<file path="config.mk">
export PLATFORM = sky130hd
export DESIGN_NAME = anton_neopixel_sequencer_flat
export DESIGN_NICKNAME = d
export VERILOG_FILES = /design/src/rtl/anton_neopixel_sequencer_if.sv /design/src/rtl/anton_neopixel_sequencer.sv /design/src/flat_wrapper.sv
export SDC_FILE = /design/constraint.sdc
export NUM_CORES = 1
export LEC_CHECK = 0
export ABC_AREA = 1
export CORE_UTILIZATION = 30
export CTS_BUF_LIST = sky130_fd_sc_hd__clkbuf_4
export DETAILED_ROUTE_END_ITERATION = 16
export HOLD_SLACK_MARGIN = 0.1
export PLACE_DENSITY_LB_ADDON = 0.3
export SYNTH_ARGS = -nofsm -noshare
export SYNTH_HDL_FRONTEND = slang
export SYNTH_SLANG_ARGS = --single-unit
</file>
<file path="constraint.sdc">
create_clock -name clk6_4mhz -period 2.7 [get_ports clk6_4mhz]
set_clock_uncertainty 0.1 [all_clocks]
set_input_delay 0.54 -clock clk6_4mhz [delete_from_list [all_inputs] [get_ports clk6_4mhz]]
set_output_delay 0.54 -clock clk6_4mhz [all_outputs]
set_load 0.005 [all_outputs]
</file>
<file path="src/rtl/anton_neopixel_sequencer_if.sv">
// Control and status bundle between the register block and the NeoPixel
// sequencer. The register side drives the control fields. The sequencer
// drives the timing/index status consumed by the bit encoder.
interface anton_neopixel_sequencer_if #(
    parameter int BUFFER_BITS = 8
);
    logic                   regCtrlRun;
    logic                   regCtrlLoop;
    logic                   regCtrl32bit;
    logic [BUFFER_BITS-1:0] regLastPixel;

    logic                   state;
    logic [2:0]             bitPatternIndex;
    logic [2:0]             pixelBitIndex;
    logic [1:0]             channelIndex;
    logic [BUFFER_BITS-1:0] bufferAddr;
    logic                   frameDone;
    logic                   busy;

    modport master (
        output regCtrlRun, regCtrlLoop, regCtrl32bit, regLastPixel,
        input  state, bitPatternIndex, pixelBitIndex, channelIndex,
               bufferAddr, frameDone, busy
    );

    modport slave (
        input  regCtrlRun, regCtrlLoop, regCtrl32bit, regLastPixel,
        output state, bitPatternIndex, pixelBitIndex, channelIndex,
               bufferAddr, frameDone, busy
    );
endinterface

</file>
<file path="src/rtl/anton_neopixel_sequencer.sv">
// NeoPixel frame sequencer: walks slot/bit/channel/pixel counters over the
// pixel buffer, then holds the line low for a reset gap between frames.
// Frame settings (last pixel, byte mode) are captured at each frame start.
// All outputs are registered.

`ifndef BUFFER_END_DEFAULT
`define BUFFER_END_DEFAULT 255
`endif
`ifndef CLOG2
`define CLOG2(x) $clog2(x)
`endif
`ifndef ENUM_STATE_TRANSMIT
`define ENUM_STATE_TRANSMIT 1'b1
`endif
`ifndef ENUM_STATE_RESET
`define ENUM_STATE_RESET 1'b0
`endif

module anton_neopixel_sequencer #(
    parameter int BUFFER_END   = `BUFFER_END_DEFAULT,
    parameter int RESET_CYCLES = 400,
    localparam int BUFFER_BITS = `CLOG2(BUFFER_END + 1)
) (
    input logic                     clk6_4mhz,
    input logic                     rstn,
    anton_neopixel_sequencer_if.slave bus
);

    localparam logic [1:0] IDLE     = 2'd0;
    localparam logic [1:0] TRANSMIT = 2'd1;
    localparam logic [1:0] GAP      = 2'd2;
    localparam logic [1:0] DONE     = 2'd3;

    localparam int GAP_BITS = (RESET_CYCLES > 1) ? $clog2(RESET_CYCLES) : 1;
    localparam logic [GAP_BITS-1:0]    GAP_LAST  = GAP_BITS'(RESET_CYCLES - 1);
    localparam logic [BUFFER_BITS-1:0] MAX_PIX8  = BUFFER_BITS'(BUFFER_END);
    localparam logic [BUFFER_BITS-1:0] MAX_PIX32 = BUFFER_BITS'(((BUFFER_END + 1) >> 2) - 1);

    logic [1:0]             fsm_q, fsm_d;
    logic [2:0]             bitPat_q, bitPat_d;
    logic [2:0]             pixBit_q, pixBit_d;
    logic [1:0]             chan_q, chan_d;
    logic [BUFFER_BITS-1:0] pixel_q, pixel_d;
    logic [BUFFER_BITS-1:0] lastPix_q, lastPix_d;
    logic                   mode32_q, mode32_d;
    logic [GAP_BITS-1:0]    gapCnt_q, gapCnt_d;
    logic [BUFFER_BITS-1:0] addr_q, addr_d;
    logic                   stateOut_q, stateOut_d;
    logic                   frameDone_q, frameDone_d;
    logic                   busy_q, busy_d;

    logic [BUFFER_BITS-1:0] startLastPix;
    logic                   lastSlot;

    // In 32-bit mode the buffer holds four bytes per pixel, so fewer pixels fit.
    assign startLastPix = bus.regCtrl32bit
        ? ((bus.regLastPixel > MAX_PIX32) ? MAX_PIX32 : bus.regLastPixel)
        : ((bus.regLastPixel > MAX_PIX8)  ? MAX_PIX8  : bus.regLastPixel);

    assign lastSlot = (bitPat_q == 3'd7) && (pixBit_q == 3'd7) &&
                      (chan_q == 2'd2) && (pixel_q == lastPix_q);

    // Next-state and counter logic; indices fall back to zero outside TRANSMIT.
    always_comb begin
        fsm_d     = fsm_q;
        bitPat_d  = 3'd0;
        pixBit_d  = 3'd0;
        chan_d    = 2'd0;
        pixel_d   = '0;
        gapCnt_d  = '0;
        lastPix_d = lastPix_q;
        mode32_d  = mode32_q;
        case (fsm_q)
            IDLE: begin
                if (bus.regCtrlRun) begin
                    fsm_d     = TRANSMIT;
                    lastPix_d = startLastPix;
                    mode32_d  = bus.regCtrl32bit;
                end
            end
            TRANSMIT: begin
                if (!bus.regCtrlRun) begin
                    fsm_d = IDLE;
                end else if (lastSlot) begin
                    fsm_d = GAP;
                end else begin
                    bitPat_d = bitPat_q + 3'd1;
                    pixBit_d = pixBit_q;
                    chan_d   = chan_q;
                    pixel_d  = pixel_q;
                    if (bitPat_q == 3'd7) begin
                        pixBit_d = pixBit_q + 3'd1;
                        if (pixBit_q == 3'd7) begin
                            if (chan_q == 2'd2) begin
                                chan_d  = 2'd0;
                                pixel_d = pixel_q + BUFFER_BITS'(1);
                            end else begin
                                chan_d = chan_q + 2'd1;
                            end
                        end
                    end
                end
            end
            GAP: begin
                if (!bus.regCtrlRun) begin
                    fsm_d = IDLE;
                end else if (gapCnt_q == GAP_LAST) begin
                    if (bus.regCtrlLoop) begin
                        fsm_d     = TRANSMIT;
                        lastPix_d = startLastPix;
                        mode32_d  = bus.regCtrl32bit;
                    end else begin
                        fsm_d = DONE;
                    end
                end else begin
                    gapCnt_d = gapCnt_q + GAP_BITS'(1);
                end
            end
            DONE: begin
                if (!bus.regCtrlRun) begin
                    fsm_d = IDLE;
                end
            end
            default: fsm_d = IDLE;
        endcase

        addr_d      = mode32_d ? {pixel_d[BUFFER_BITS-3:0], chan_d} : pixel_d;
        stateOut_d  = (fsm_d == TRANSMIT) ? `ENUM_STATE_TRANSMIT : `ENUM_STATE_RESET;
        busy_d      = (fsm_d != IDLE);
        frameDone_d = (fsm_d == GAP) && (gapCnt_d == GAP_LAST);
    end

    // State and output registers, cleared asynchronously on reset.
    always_ff @(posedge clk6_4mhz or negedge rstn) begin
        if (!rstn) begin
            fsm_q       <= IDLE;
            bitPat_q    <= 3'd0;
            pixBit_q    <= 3'd0;
            chan_q      <= 2'd0;
            pixel_q     <= '0;
            lastPix_q   <= '0;
            mode32_q    <= 1'b0;
            gapCnt_q    <= '0;
            addr_q      <= '0;
            stateOut_q  <= `ENUM_STATE_RESET;
            frameDone_q <= 1'b0;
            busy_q      <= 1'b0;
        end else begin
            fsm_q       <= fsm_d;
            bitPat_q    <= bitPat_d;
            pixBit_q    <= pixBit_d;
            chan_q      <= chan_d;
            pixel_q     <= pixel_d;
            lastPix_q   <= lastPix_d;
            mode32_q    <= mode32_d;
            gapCnt_q    <= gapCnt_d;
            addr_q      <= addr_d;
            stateOut_q  <= stateOut_d;
            frameDone_q <= frameDone_d;
            busy_q      <= busy_d;
        end
    end

    assign bus.state           = stateOut_q;
    assign bus.bitPatternIndex = bitPat_q;
    assign bus.pixelBitIndex   = pixBit_q;
    assign bus.channelIndex    = chan_q;
    assign bus.bufferAddr      = addr_q;
    assign bus.frameDone       = frameDone_q;
    assign bus.busy            = busy_q;

endmodule

</file>
<file path="src/flat_wrapper.sv">
// flat-port wrapper written by rule: the top's interface ports become plain ports
module anton_neopixel_sequencer_flat 
#(
    parameter int BUFFER_END   = `BUFFER_END_DEFAULT,
    parameter int RESET_CYCLES = 400,
    localparam int BUFFER_BITS = `CLOG2(BUFFER_END + 1)
)
  (clk6_4mhz, rstn, bus_regCtrlRun, bus_regCtrlLoop, bus_regCtrl32bit, bus_regLastPixel, bus_state, bus_bitPatternIndex, bus_pixelBitIndex, bus_channelIndex, bus_bufferAddr, bus_frameDone, bus_busy);
  anton_neopixel_sequencer_if bus_i ();
  input logic clk6_4mhz;
  input logic rstn;
  input wire logic [$bits(bus_i.regCtrlRun)-1:0] bus_regCtrlRun;
  input wire logic [$bits(bus_i.regCtrlLoop)-1:0] bus_regCtrlLoop;
  input wire logic [$bits(bus_i.regCtrl32bit)-1:0] bus_regCtrl32bit;
  input wire logic [$bits(bus_i.regLastPixel)-1:0] bus_regLastPixel;
  output wire logic [$bits(bus_i.state)-1:0] bus_state;
  output wire logic [$bits(bus_i.bitPatternIndex)-1:0] bus_bitPatternIndex;
  output wire logic [$bits(bus_i.pixelBitIndex)-1:0] bus_pixelBitIndex;
  output wire logic [$bits(bus_i.channelIndex)-1:0] bus_channelIndex;
  output wire logic [$bits(bus_i.bufferAddr)-1:0] bus_bufferAddr;
  output wire logic [$bits(bus_i.frameDone)-1:0] bus_frameDone;
  output wire logic [$bits(bus_i.busy)-1:0] bus_busy;
  assign bus_i.regCtrlRun = bus_regCtrlRun;
  assign bus_i.regCtrlLoop = bus_regCtrlLoop;
  assign bus_i.regCtrl32bit = bus_regCtrl32bit;
  assign bus_i.regLastPixel = bus_regLastPixel;
  assign bus_state = bus_i.state;
  assign bus_bitPatternIndex = bus_i.bitPatternIndex;
  assign bus_pixelBitIndex = bus_i.pixelBitIndex;
  assign bus_channelIndex = bus_i.channelIndex;
  assign bus_bufferAddr = bus_i.bufferAddr;
  assign bus_frameDone = bus_i.frameDone;
  assign bus_busy = bus_i.busy;
  anton_neopixel_sequencer #(.BUFFER_END(BUFFER_END), .RESET_CYCLES(RESET_CYCLES)) u_core (.clk6_4mhz(clk6_4mhz), .rstn(rstn), .bus(bus_i));
endmodule
</file>
-- Yosys cells after proc, flatten, opt, wreduce, memory -nomap -nowiden
Cells that the tools add are included.
- add/subtract/negate cells: 5
- $mul: 0
- div/mod/pow operators: 0
- $lt $le $gt $ge: 2
- eq/ne operators: 16
- shifts and indexed selects: 0
- multiplexer cells: 45
- bitwise gates (word level): 0
- reduce and logical (&&, ||, !) cells: 8
- operators with widths (operator ; number):
    $mux 8 ; 14
    $mux 9 ; 3
    $mux 2 ; 13
    $mux 3 ; 7
    $eq 9x9->1 const B ; 2
    $pmux 8 s2 ; 1
    $add 9x1->9 const B ; 1
    $add 8x1->8 const B ; 1
    $eq 2x2->1 const B ; 4
    $eq 8x8->1 ; 1
    $gt 8x6->1 const B ; 1
    $gt 8x8->1 const B ; 1
    $pmux 2 s4 ; 1
    $add 3x1->3 const B ; 2
    $eq 3x3->1 const B ; 2
    $ne 2x2->1 const B ; 3
    $mux 1 ; 5
    $reduce_and 5->1 ; 1
    $eq 2x1->1 const B ; 2
    $logic_and 1x1->1 ; 4
    $ne 4x2->1 const B ; 1
    $reduce_bool 2->1 ; 2
    $add 2x1->2 const B ; 1
    $logic_not 2->1 ; 1
    other kinds (2) ; 2
- register bits after elaboration: 47
- latch bits: 0
- RAM bits: 0
- ROM bits: 0
- output and inout port bits: 19
- memories: 0

-- Logic depth before layout (Yosys ltp)
- depth in word-level cells: 9
- gate-level depth with buffers: 12
- gate-level depth less buffers: 11

-- Least setup slack after synthesis
OpenSTA, ideal clock, no wires.
- kind: register to register
- start point: reg u_core.bitPat_q[0], in the netlist u_core.bus.bitPatternIndex[0]
- end point: reg u_core.stateOut_q, in the netlist u_core.bus.state
- setup time: 0.118 ns
- arrival time: 1.584 ns
- required time: 2.482 ns
- path slack: 0.898 ns
- stages on the path, launching flop included: 13
- path buffers: 1
- period minus slack after synthesis: 1.802 ns
- cells stage by stage: dfrtp_1 ha_1 ha_1 nand2_4 nor2_8 nand3_4 nor2_4 nand2_2 nand2_4 buf_12 nand2_4 nor2_2 nor2_1
- cells in the longest elaborated chain, start to end: 9
- RTL lines (element ; RTL line ; text):
    start, declared ; anton_neopixel_sequencer.sv:40 ; logic [2:0] bitPat_q, bitPat_d;
    start signal, assigned ; anton_neopixel_sequencer.sv:150 ; bitPat_q <= bitPat_d;
    $eq 3x3->1 ; anton_neopixel_sequencer.sv:60 ; assign lastSlot = (bitPat_q == 3'd7) && (pixBit_q == 3'd7) &&
    $logic_and 1x1->1 (2 in a row) ; anton_neopixel_sequencer.sv:60 ;
    $logic_and 1x1->1 ; anton_neopixel_sequencer.sv:61 ; (chan_q == 2'd2) && (pixel_q == lastPix_q);
    $mux 2 ; anton_neopixel_sequencer.sv:84 ; end else if (lastSlot) begin
    $mux 2 ; anton_neopixel_sequencer.sv:82 ; if (!bus.regCtrlRun) begin
    $pmux 2 s4 ; anton_neopixel_sequencer.sv:73 ; case (fsm_q)
    $eq 2x1->1 ; anton_neopixel_sequencer.sv:128 ; stateOut_d = (fsm_d == TRANSMIT) ? `ENUM_STATE_TRANSMIT : `ENUM_STATE_RESET;
    $mux 1 (no line) ; -- ;
    net u_core.stateOut_d ; anton_neopixel_sequencer.sv:48 ; logic stateOut_q, stateOut_d;
    end signal, assigned ; anton_neopixel_sequencer.sv:145 ; stateOut_q <= `ENUM_STATE_RESET;
    end signal, assigned ; anton_neopixel_sequencer.sv:158 ; stateOut_q <= stateOut_d;
    end, declared ; anton_neopixel_sequencer.sv:48 ;
The timed path passes the listed nets, and every way through them passes these cells.
A chain may end at the register's enable or synchronous reset.

-- Final worst setup path
- start point: reg u_core.chan_q[1], in the netlist u_core.bus.channelIndex[1]
- end point: out bus_channelIndex[1]
- RTL lines (element ; RTL line ; text):
    start, declared ; anton_neopixel_sequencer.sv:42 ; logic [1:0] chan_q, chan_d;
    start signal, assigned ; anton_neopixel_sequencer.sv:152 ; chan_q <= chan_d;
    end, declared ; flat_wrapper.sv:19 ; output wire logic [$bits(bus_i.channelIndex)-1:0] bus_channelIndex;
No word-level cell between the ends.

==> run_results.csv <==
group,metric,value,unit
setup_path,timing.critical_path.to_type,"output port",
sta,worst_slack,0.7122,ns
global_route,grtUsageTotal,12.71,%
final_layout,area.sequential,0.001176,mm²
yosys,syn-cell-area,0.002420,mm²
setup_path,critical_path_class,"reg -> out",
power_and_ir_drop,power.clock.fraction,30.8,%
floorplan,design.portCount,32,
power_and_ir_drop,internal_power,0.9992,mW
global_route,grt_first_pass_wirelength,8.390,mm
sta,finalHoldViolations,0,
sta,tightest_slew,0.6020,ns
setup_path,ff_to_ff_path_depth,11,
routing,drt_first_iter_violations,112,
floorplan,core_area,0.007767,mm²
power_and_ir_drop,power.ir.vdd_worst,203.4,µV
global_route,first_global_vias,1812,
routing,dr_total_vias,1880,
setup_path,worst_setup_path_start_kind,"register",
clock_network,worst_skew_pair.late_latency,0.36,ns
sta,final_period_minus_worst_setup_slack,1.988,ns
power_and_ir_drop,power.net_switching,0.3562,mW
hold_path,hp-class,"reg -> reg",
run_status,status,"complete, no violations",
sta,finalCritPeriodShare,73.62,%
clock_network,post_cts_resized,0,
global_route,globalRouteOverflowTotal,0,
global_route,grt_antenna_before_repair,0,
clock_network,cts.sink_count,47,
placed_design,dpl_worst_slack,0.3945,ns
setup_path,critical-path-max-stage-delay,0.53,ns
clock_network,cts-root-buf,"sky130_fd_sc_hd__clkbuf_4",
setup_path,critical-path-slowest-cell,"sky130_fd_sc_hd__clkdlybuf4s50_1",
setup_path,crit_fanout,4,
sta,timing.setup.tns,0,ns
clock_network,tritoncts,"yes",
setup_path,critical_path_required,2.06,ns
routing,route.detailed.drc,0,
clock_network,cts_buffer_depth,2,
yosys,synth_nets,309,
yosys,synthesis.instances,290,
final_layout,layout-drive-gt1-share,11.55,%
placed_design,dp_hpwl,3.566,mm
final_layout,fillCellCount,834,
floorplan,floorplan.initialDensity,31.15,%
routing,drt_first_pass_iters,4,
floorplan,die_w,91.81,µm
clock_network,numCtsBuffers,5,
setup_path,critical_path_cell_count,1,
sta,finalSetupViolCount,0,
power_and_ir_drop,power_per_cell_area,463.3,mW/mm²
hold_path,whs_path_cells,1,
clock_network,clk_transition_reported_paths,0.14,ns
final_layout,antenna_fix_cells,0,
final_layout,multiInputGateArea,0.001059,mm²
placed_design,gp_congestion,0.8765,
power_and_ir_drop,seq_power_share,56.0,%
placed_design,place.port_buffers,31,
routing,post_route_wl,4.756,mm
setup_path,crit_chain,"clkdlybuf4s50_1",
routing,routedWlPerCell,11.03,µm
yosys,postSynthRegisterBits,47,
routing,avgViaCountPerCell,4.362,
clock_network,htree_levels,2,
power_and_ir_drop,part_of_the_power_in_combinational_logic,13.1,%
sta,max_freq,503.1,MHz
setup_path,cpLargestDelayFamily,"buffers and inverters",
setup_path,critical_path.n_buffers_inverters,1,
power_and_ir_drop,netSwitchingFraction,26.28,%
final_layout,num-nets-final,347,
yosys,yosysSeqAreaShare,48.60,%
yosys,post_synth.cell_area_avg,8.344,µm²
run,maxCapViolCount,0,
sta,timing.final.max_slew_violations,0,
yosys,synth_cell_types,30,
floorplan,placementRows,32,
sta,slew_headroom,59.87,%
global_route,grt_start_max_net_pins,27,
yosys,ys.warnings.count,0,
power_and_ir_drop,total_power,1.355,mW
floorplan,floorplan.die_area,0.008429,mm²
routing,route.antenna.remaining_nets,0,
sta,grt_setup_unrepaired,"no",
power_and_ir_drop,p_leak,1.392,nW
setup_path,crit_arrival,1.35,ns
floorplan,die_y,91.81,µm
final_layout,syn_to_final_growth,20.89,%
[cell families (layout without fill, tap and decap cells)]
family,count (synthesis),count (layout),synth area share [%]
and+or+nand+nor,159,159,31.49
DFF,47,47,48.60
AOI/OAI and AO/OA,23,23,5.171
buffers and inverters,44,83,7.652
xor gates and xnor gates,11,11,3.981
adders and majority gates,6,6,3.102
[cell usage in the layout (no fill, tap or decap), drive strengths merged]
cell	n
a21oi	5
buf	3
bufinv	1
clkbuf	5
clkdlybuf4s50	30
clkinv	2
dfrtp	47
dlygate4sd3	1
ha	6
inv	41
nand2	86
nand3	16
nand3b	1
nand4	6
nor2	43
nor3	7
o21a	1
o21ai	14
o21bai	1
o31ai	2
xnor2	6
xor2	5
[state kept, by name, indices dropped and copies added, names as in the netlist]
| signal | flops |
|---|---|
| u_core.gapCnt_q | 9 |
| u_core.bus.bufferAddr | 8 |
| u_core.lastPix_q | 8 |
| u_core.pixel_q | 8 |
| u_core.bus.bitPatternIndex | 3 |
| u_core.bus.pixelBitIndex | 3 |
| u_core.bus.channelIndex | 2 |
| u_core.fsm_q | 2 |
| u_core.bus.busy | 1 |
| u_core.bus.frameDone | 1 |
| u_core.bus.state | 1 |
| u_core.mode32_q | 1 |
[layout make-up]
cell class | count | area share [%]
multi-input combinational | 199 | 36.18
timing repair buffer | 34 | 11.29
clock buffer | 5 | 1.283
tap | 102 | 4.363
sequential | 47 | 40.21
inverter | 41 | 5.346
clock inverter | 3 | 1.326
[cells in the mapped netlist]
master / instances / area share [%]
sky130_fd_sc_hd__nand2_1: 78 / 12
sky130_fd_sc_hd__dfrtp_1: 47 / 49
sky130_fd_sc_hd__inv_1: 36 / 5.6
sky130_fd_sc_hd__nor2_1: 31 / 4.8
sky130_fd_sc_hd__nand3_1: 14 / 2.9
sky130_fd_sc_hd__o21ai_0: 12 / 2.5
sky130_fd_sc_hd__nor2_2: 10 / 2.6
sky130_fd_sc_hd__ha_1: 6 / 3.1
sky130_fd_sc_hd__nand4_1: 6 / 1.6
sky130_fd_sc_hd__nor3_1: 6 / 1.2
sky130_fd_sc_hd__xnor2_1: 6 / 2.2
sky130_fd_sc_hd__a21oi_1: 5 / 1.0
sky130_fd_sc_hd__xor2_1: 5 / 1.8
sky130_fd_sc_hd__inv_2: 4 / 0.62
sky130_fd_sc_hd__nand2_2: 4 / 1.0
sky130_fd_sc_hd__nand2_4: 4 / 1.9
sky130_fd_sc_hd__o21ai_1: 2 / 0.41
sky130_fd_sc_hd__o31ai_1: 2 / 0.62
sky130_fd_sc_hd__buf_12: 1 / 0.83
sky130_fd_sc_hd__buf_2: 1 / 0.21
sky130_fd_sc_hd__clkbuf_1: 1 / 0.15
sky130_fd_sc_hd__inv_4: 1 / 0.26
sky130_fd_sc_hd__nand3_2: 1 / 0.41
sky130_fd_sc_hd__nand3_4: 1 / 0.72
sky130_fd_sc_hd__nand3b_1: 1 / 0.31
sky130_fd_sc_hd__nor2_4: 1 / 0.47
sky130_fd_sc_hd__nor2_8: 1 / 0.83
sky130_fd_sc_hd__nor3_4: 1 / 0.67
sky130_fd_sc_hd__o21a_1: 1 / 0.31
sky130_fd_sc_hd__o21bai_1: 1 / 0.31
[timing repair]
item	4_1_cts	5_1_grt
hold endpoints to repair	24	0
buffers inserted	0	0
hold buffers	1	0
[power by group through the flow]
stage | registers, mW | clock network (mW) | logic [mW]
after floorplan | 0.769 | 0 | 0.120
after global placement | 0.773 | 0 | 0.181
after detailed placement | 0.773 | 0 | 0.182
after CTS | 0.760 | 0.434 | 0.183
after global routing | 0.765 | 0.460 | 0.206
final | 0.759 | 0.418 | 0.178
[per-stage QoR]
| step | std cells | utilization (%) | cell area, µm² | hold WS [ns] |
|---|---|---|---|---|
| 3_5_place_dp | 422 | 36.55 | 2839 | 0.3617 |
| 3_3_place_gp | 422 | 36.55 | 2839 | 0.3641 |
| 2_1_floorplan | 290 | - | 2420 | 0.1444 |
| 6_report | 431 | 37.66 | 2925 | 0.3729 |
| 4_1_cts | 431 | 37.66 | 2925 | 0.3805 |
| 5_1_grt | 431 | 37.66 | 2925 | 0.4027 |
[final timing paths]
path,from,endpoint,slack (ns)
max,u_core.bus.channelIndex[1],bus_channelIndex[1],0.71
min,u_core.bus.bitPatternIndex[0],u_core.bus.bitPatternIndex[0],0.37
max reg2reg,u_core.bus.bitPatternIndex[0],u_core.bus.bufferAddr[5],0.75
min reg2reg,u_core.bus.bitPatternIndex[0],u_core.bus.bitPatternIndex[0],0.37
max in group asynchronous,rstn,u_core.lastPix_q[5],1.28
min in group asynchronous,rstn,u_core.bus.bufferAddr[1],0.60
[per-layer routing]
| layer | GRT usage (%) | routed length, µm |
|---|---|---|
| met2 | 19.55 | 2095 |
| met5 | 0 | 0 |
| met1 | 16.70 | 2330 |
| met3 | 3.400 | 228 |
| met4 | 5.729 | 102 |
Power figures use the tool's default switching activity.
